[src/rtl/mem_ctrl.sv]
// Byte-serial RAM controller shared by instruction fetch and the MEM stage.
// Assembles/splits 1/2/4-byte little-endian transfers; IF reads abort on a PC jump.
module mem_ctrl #(
    parameter int ADDR_W = 32,
    parameter int WORD_W = 32
) (
    input  logic              clk,
    input  logic              rst,
    input  logic              if_from_ram_enable_i,
    input  logic [ADDR_W-1:0] pc_i,
    input  logic              pc_jump_enable_i,
    output logic              inst_ready_o,
    output logic [WORD_W-1:0] inst_o,
    output logic              is_if_output_o,
    input  logic              mem_enable_i,
    input  logic              mem_wr_i,
    input  logic [ADDR_W-1:0] mem_addr_i,
    input  logic [2:0]        mem_len_i,
    input  logic [WORD_W-1:0] mem_data_i,
    output logic              mem_ready_o,
    output logic [WORD_W-1:0] mem_data_o,
    input  logic [7:0]        ram_data_i,
    output logic [ADDR_W-1:0] ram_addr_o,
    output logic [7:0]        ram_data_o,
    output logic              ram_wr_o
);

    typedef enum logic [1:0] {IDLE, IF_READ, MEM_READ, MEM_WRITE} state_e;

    state_e            state_q, state_d;
    logic [2:0]        cnt_q, cnt_d;
    logic [2:0]        len_q, len_d;
    logic [ADDR_W-1:0] addr_q, addr_d;
    logic [WORD_W-1:0] buf_q, buf_d;
    logic [WORD_W-1:0] inst_q, inst_d;
    logic [WORD_W-1:0] mdata_q, mdata_d;
    logic              inst_rdy_q, inst_rdy_d;
    logic              mem_rdy_q, mem_rdy_d;

    logic [ADDR_W-1:0] cur_addr;
    logic [4:0]        rd_shamt;
    logic [4:0]        wr_shamt;
    logic [WORD_W-1:0] byte_word;
    logic [7:0]        wr_byte;

    assign cur_addr  = addr_q + ADDR_W'(cnt_q);
    // The byte arriving now belongs to the address issued last cycle, i.e. lane cnt-1.
    assign rd_shamt  = {cnt_q[1:0] - 2'd1, 3'b000};
    assign wr_shamt  = {cnt_q[1:0], 3'b000};
    assign byte_word = WORD_W'(ram_data_i) << rd_shamt;
    assign wr_byte   = 8'(mem_data_i >> wr_shamt);

    always_comb begin
        state_d    = state_q;
        cnt_d      = cnt_q;
        len_d      = len_q;
        addr_d     = addr_q;
        buf_d      = buf_q;
        inst_d     = inst_q;
        mdata_d    = mdata_q;
        inst_rdy_d = 1'b0;
        mem_rdy_d  = 1'b0;
        ram_addr_o = '0;
        ram_data_o = '0;
        ram_wr_o   = 1'b0;

        unique case (state_q)
            IDLE: begin
                if (mem_enable_i) begin
                    addr_d = mem_addr_i;
                    len_d  = mem_len_i;
                    if (mem_wr_i) begin
                        cnt_d   = '0;
                        state_d = MEM_WRITE;
                    end else begin
                        ram_addr_o = mem_addr_i;
                        cnt_d      = 3'd1;
                        buf_d      = '0;
                        state_d    = MEM_READ;
                    end
                end else if (if_from_ram_enable_i) begin
                    ram_addr_o = pc_i;
                    addr_d     = pc_i;
                    len_d      = 3'd4;
                    cnt_d      = 3'd1;
                    buf_d      = '0;
                    state_d    = IF_READ;
                end
            end

            IF_READ, MEM_READ: begin
                if (cnt_q < len_q) begin
                    ram_addr_o = cur_addr;
                end
                if (state_q == IF_READ && pc_jump_enable_i) begin
                    cnt_d   = '0;
                    state_d = IDLE;
                end else begin
                    buf_d = buf_q | byte_word;
                    if (cnt_q < len_q) begin
                        cnt_d = cnt_q + 3'd1;
                    end else begin
                        cnt_d   = '0;
                        state_d = IDLE;
                        if (state_q == IF_READ) begin
                            inst_d     = buf_d;
                            inst_rdy_d = 1'b1;
                        end else begin
                            mdata_d   = buf_d;
                            mem_rdy_d = 1'b1;
                        end
                    end
                end
            end

            MEM_WRITE: begin
                ram_wr_o   = 1'b1;
                ram_addr_o = cur_addr;
                ram_data_o = wr_byte;
                if (cnt_q == len_q - 3'd1) begin
                    cnt_d     = '0;
                    mem_rdy_d = 1'b1;
                    state_d   = IDLE;
                end else begin
                    cnt_d = cnt_q + 3'd1;
                end
            end

            default: state_d = IDLE;
        endcase
    end

    always_ff @(posedge clk) begin
        if (rst) begin
            state_q    <= IDLE;
            cnt_q      <= '0;
            len_q      <= '0;
            addr_q     <= '0;
            buf_q      <= '0;
            inst_q     <= '0;
            mdata_q    <= '0;
            inst_rdy_q <= 1'b0;
            mem_rdy_q  <= 1'b0;
        end else begin
            state_q    <= state_d;
            cnt_q      <= cnt_d;
            len_q      <= len_d;
            addr_q     <= addr_d;
            buf_q      <= buf_d;
            inst_q     <= inst_d;
            mdata_q    <= mdata_d;
            inst_rdy_q <= inst_rdy_d;
            mem_rdy_q  <= mem_rdy_d;
        end
    end

    assign inst_o         = inst_q;
    assign mem_data_o     = mdata_q;
    assign inst_ready_o   = inst_rdy_q;
    assign mem_ready_o    = mem_rdy_q;
    assign is_if_output_o = (state_q == IF_READ);

endmodule
[config.mk]
export PLATFORM = sky130hd
export DESIGN_NAME = mem_ctrl
export DESIGN_NICKNAME = d
export VERILOG_FILES = /design/src/rtl/mem_ctrl.sv
export SDC_FILE = /design/constraint.sdc
export NUM_CORES = 1
export LEC_CHECK = 0
export BUFFER_PORTS_ARGS = -buffer_cell sky130_fd_sc_hd__buf_2
export CAP_MARGIN = 20
export CORE_ASPECT_RATIO = 1.2
export CORE_UTILIZATION = 51
export CTS_CLUSTER_DIAMETER = 30
export DETAILED_ROUTE_END_ITERATION = 12
export GPL_TIMING_DRIVEN = 0
export PLACE_DENSITY = 0.78
export SLEW_MARGIN = 20
export SYNTH_ARGS = -nofsm -noshare
export SYNTH_HDL_FRONTEND = slang
export SYNTH_SLANG_ARGS = --single-unit
[constraint.sdc]
create_clock -name clk -period 2.8 [get_ports clk]
set_input_delay 0.28 -clock clk [delete_from_list [all_inputs] [get_ports clk]]
set_output_delay 0.28 -clock clk [all_outputs]
set_load 0.05 [all_outputs]
==> flow_summary.yaml <==
timing:
  tns_ns: 0
  min_period_ns: 2.80
  fmax_mhz: 357
  hold_viol: 0
  fin_crit_sh: 0.999
  tightest_slew_ns: 0.931
  maxSlewViolCount: 0
  slew_headroom: 0.374
  grt_setup_unrepaired: "yes"
  finalSetupViolations: 0
  finalClockSkew_ns: 0.00787
worst_hold_path:
  whs_endpoint: "len_q[0]"
  worstHoldStart: "mem_len_i[0]"
  whs_path_depth: 3
  min_path_type: "input pin to register"
routing:
  vias: 7361
  drtAntennaViolNets: 0
  wirelength_um: 23700
  vias_per_cell: 6.00
  dr.pass1.iters: 5
  drt_iter0_drc: 588
  route.detailed.drc: 0
  routedWlPerCell_um: 19.4
logic_synthesis:
  netlist_instances: 797
  synthFlopType: "dfxtp_1"
  ys_ff_latch: 138
  synth-edff-count: 0
  syn-cell-area_mm2: 0.00682
  netlist-cell-type-count: 56
  synthesis.nets: 924
  avgSynthCellArea_um2: 8.56
  yosys_warnings: 0
  seq_area_frac_synth: 0.405
  async_flop_share: 0
finish:
  areaGrowthSynthToFinish_pct: 39.3
  n_antenna_cell: 0
  final_cell_mix: "192 x buf_2, 148 x nor2_1, 134 x dfxtp_1"
  final_common_cell: "buf_2"
  fin_nets: 1177
  fin_area_mm2: 0.00950
  postLayoutCoreUtil: 0.740
  fill_cells: 941
  drive_gt1_frac: 0.325
setup_path:
  rr_startpoint: "cnt_q[0]"
  rrSetupSlack_ns: 0.21
  cp-start-kind: "register"
  critical_path.cell_chain: "ha_4, o211a_4, nand4_1, buf_6, buf_8, nor4_4, xnor2_1, o22ai_1, buf_4"
  slowest_delay_ns: 0.37
  worstPathArrival_ns: 2.52
  end_kind: "primary output"
  r2r_end: "inst_o[7]"
  r2r_cells: 10
  cp.required_ns: 2.52
  crit_type: "register to primary output"
  cpMaxStageDelayCell: "dfxtp_4"
  path_max_fanout: 5
power:
  p_leak_nw: 3.98
  finalPower_mw: 9.12
  p_per_area_mw_per_mm2: 960
  vdd_drop_max_mv: 0.658
clocking:
  cts-root-buf: "clkbuf_16"
  cts_tree: "done"
  numCtsBuffers: 17
  clk_path_buf_depth: 2
  postCtsHoldBufs: 0
  path_clk_slew_ns: 0.06
  clock_latency_ns: 0.41
  cts-htree-levels: 4
  cts.sinks: 138
global_route:
  grt_first_pass_wirelength_um: 35400
  grt_max_degree: 17
  grt_pass1_vias: 7091
  grt_usage: 0.330
  grt-ovfl-total: 0
  antenna_found_initial: 0
placed_design:
  dp_hpwl_um: 16200
  place_congestion: 0.869
  io_buffers: 210
  post_dp_cell_area_mm2: 0.00820
flow_run:
  cap_violations: 0
outcome:
  status: "completed"
floorplan:
  fp.dieW_um: 108
  die_h_um: 129
  io_pins: 221
  rows: 45
  core-area_mm2: 0.0128
  die_area_mm2: 0.0138
  start_util: 0.531
==> sequential cells by signal (all words and copies together) (netlist names) <==
name / flops
addr_q: 32
buf_q: 32
cnt_q: 3
inst_o: 32
inst_ready_o: 1
len_q: 3
mem_data_o: 32
mem_ready_o: 1
state_q: 2
==> cell families after synthesis <==
kind of cell | count (synthesis) | share of synthesized area
and+or+nand+nor | 228 | 0.153
xor gates and xnor gates | 32 | 0.0435
adders and majority gates | 14 | 0.0268
AOI/OAI and AO/OA | 250 | 0.245
DFF | 138 | 0.405
muxes | 40 | 0.0734
buffers and inverters | 95 | 0.0530
==> what timing repair did <==
item | in CTS | in global routing
endpoints found under the setup margin | 98 | 42
cloned | 2 | 1
pin swaps | 24 | 15
buffers inserted | 9 | 13
gates resized for setup | 91 | 35
==> synthesized netlist by cell type (2+ instances only) <==
cell type,number,area share
a211oi_1,97,0.11
a21oi_1,68,0.050
a22oi_1,31,0.034
a31oi_1,5,0.0046
a32oi_1,2,0.0026
and2_1,11,0.010
and3_1,2,0.0018
and4_1,4,0.0051
buf_1,12,0.0066
buf_2,4,0.0029
clkbuf_1,58,0.032
dfxtp_1,138,0.40
ha_1,13,0.024
inv_1,20,0.011
mux2i_1,32,0.047
mux4_2,8,0.026
nand2_1,15,0.0083
nand3_1,6,0.0044
nand4_1,5,0.0046
nor2_1,148,0.081
nor2b_1,5,0.0046
nor3_1,15,0.011
nor4_1,3,0.0028
o21ai_0,3,0.0022
o22ai_1,32,0.029
xnor2_1,23,0.030
xor2_1,8,0.010
==> through the flow <==
stage	cells	hold slack (ns)	setup slack (ns)
final	1227	0.136	0.00170
after global placement	1171	0.447	-0.810
after detailed placement	1171	0.455	-0.760
after global routing	1227	0.154	-0.0715
after CTS	1214	0.132	-0.0509
after floorplan	797	0.438	-0.0686
==> area by class of cell <==
type / instances / area, µm² / share of cell area
Buffer: 73 / 382 / 0.0402
Timing Repair Buffer: 235 / 1380 / 0.145
Sequential cell: 138 / 2780 / 0.292
Inverter: 21 / 81.3 / 0.00856
Tap cell: 164 / 205 / 0.0216
Clock buffer: 23 / 498 / 0.0524
Clock inverter: 9 / 88.8 / 0.00935
Multi-Input combinational cell: 564 / 4090 / 0.431
==> critical path, delay by kind of cell, from the launching register on <==
| kind | cells | cell delay, ns |
|---|---|---|
| xor+xnor | 1 | 0.13 |
| flops | 1 | 0.37 |
| simple gates | 2 | 0.38 |
| fa+ha+maj | 1 | 0.29 |
| buf+inv | 3 | 0.55 |
| compound gates | 2 | 0.40 |
==> layer usage <==
| layer | up-vias | part of all wire | GRT usage |
|---|---|---|---|
| met5 | - | 0 | 0 |
| met3 | 81 | 0.080 | 0.0750 |
| met4 | 0 | 0.043 | 0.170 |
| met2 | 404 | 0.51 | 0.593 |
| li1 | 3406 | - | - |
| met1 | 3470 | 0.37 | 0.362 |
==> where the power goes <==
| group | internal [mW] | total (mW) | switching [mW] |
|---|---|---|---|
| combinational | 1.24 | 4.17 | 2.93 |
| sequential | 2.42 | 2.77 | 0.345 |
| clock | 1.34 | 2.18 | 0.841 |
| total | 5.00 | 9.12 | 4.12 |
==> how the worst max path moves through the flow <==
| stage | start | end | slack (ns) | cells past startpoint |
|---|---|---|---|---|
| floorplan | cnt_q[1] | ram_addr_o[18] | -0.07 | 9 |
| global placement | cnt_q[0] | ram_addr_o[9] | -0.81 | 9 |
| detailed placement | cnt_q[0] | ram_addr_o[9] | -0.76 | 9 |
| CTS | cnt_q[0] | ram_addr_o[18] | -0.05 | 10 |
| global route | cnt_q[1] | ram_addr_o[18] | -0.07 | 10 |
| finish | cnt_q[2] | ram_addr_o[27] | 0.002 | 9 |
(Power assumes the default switching activity.)
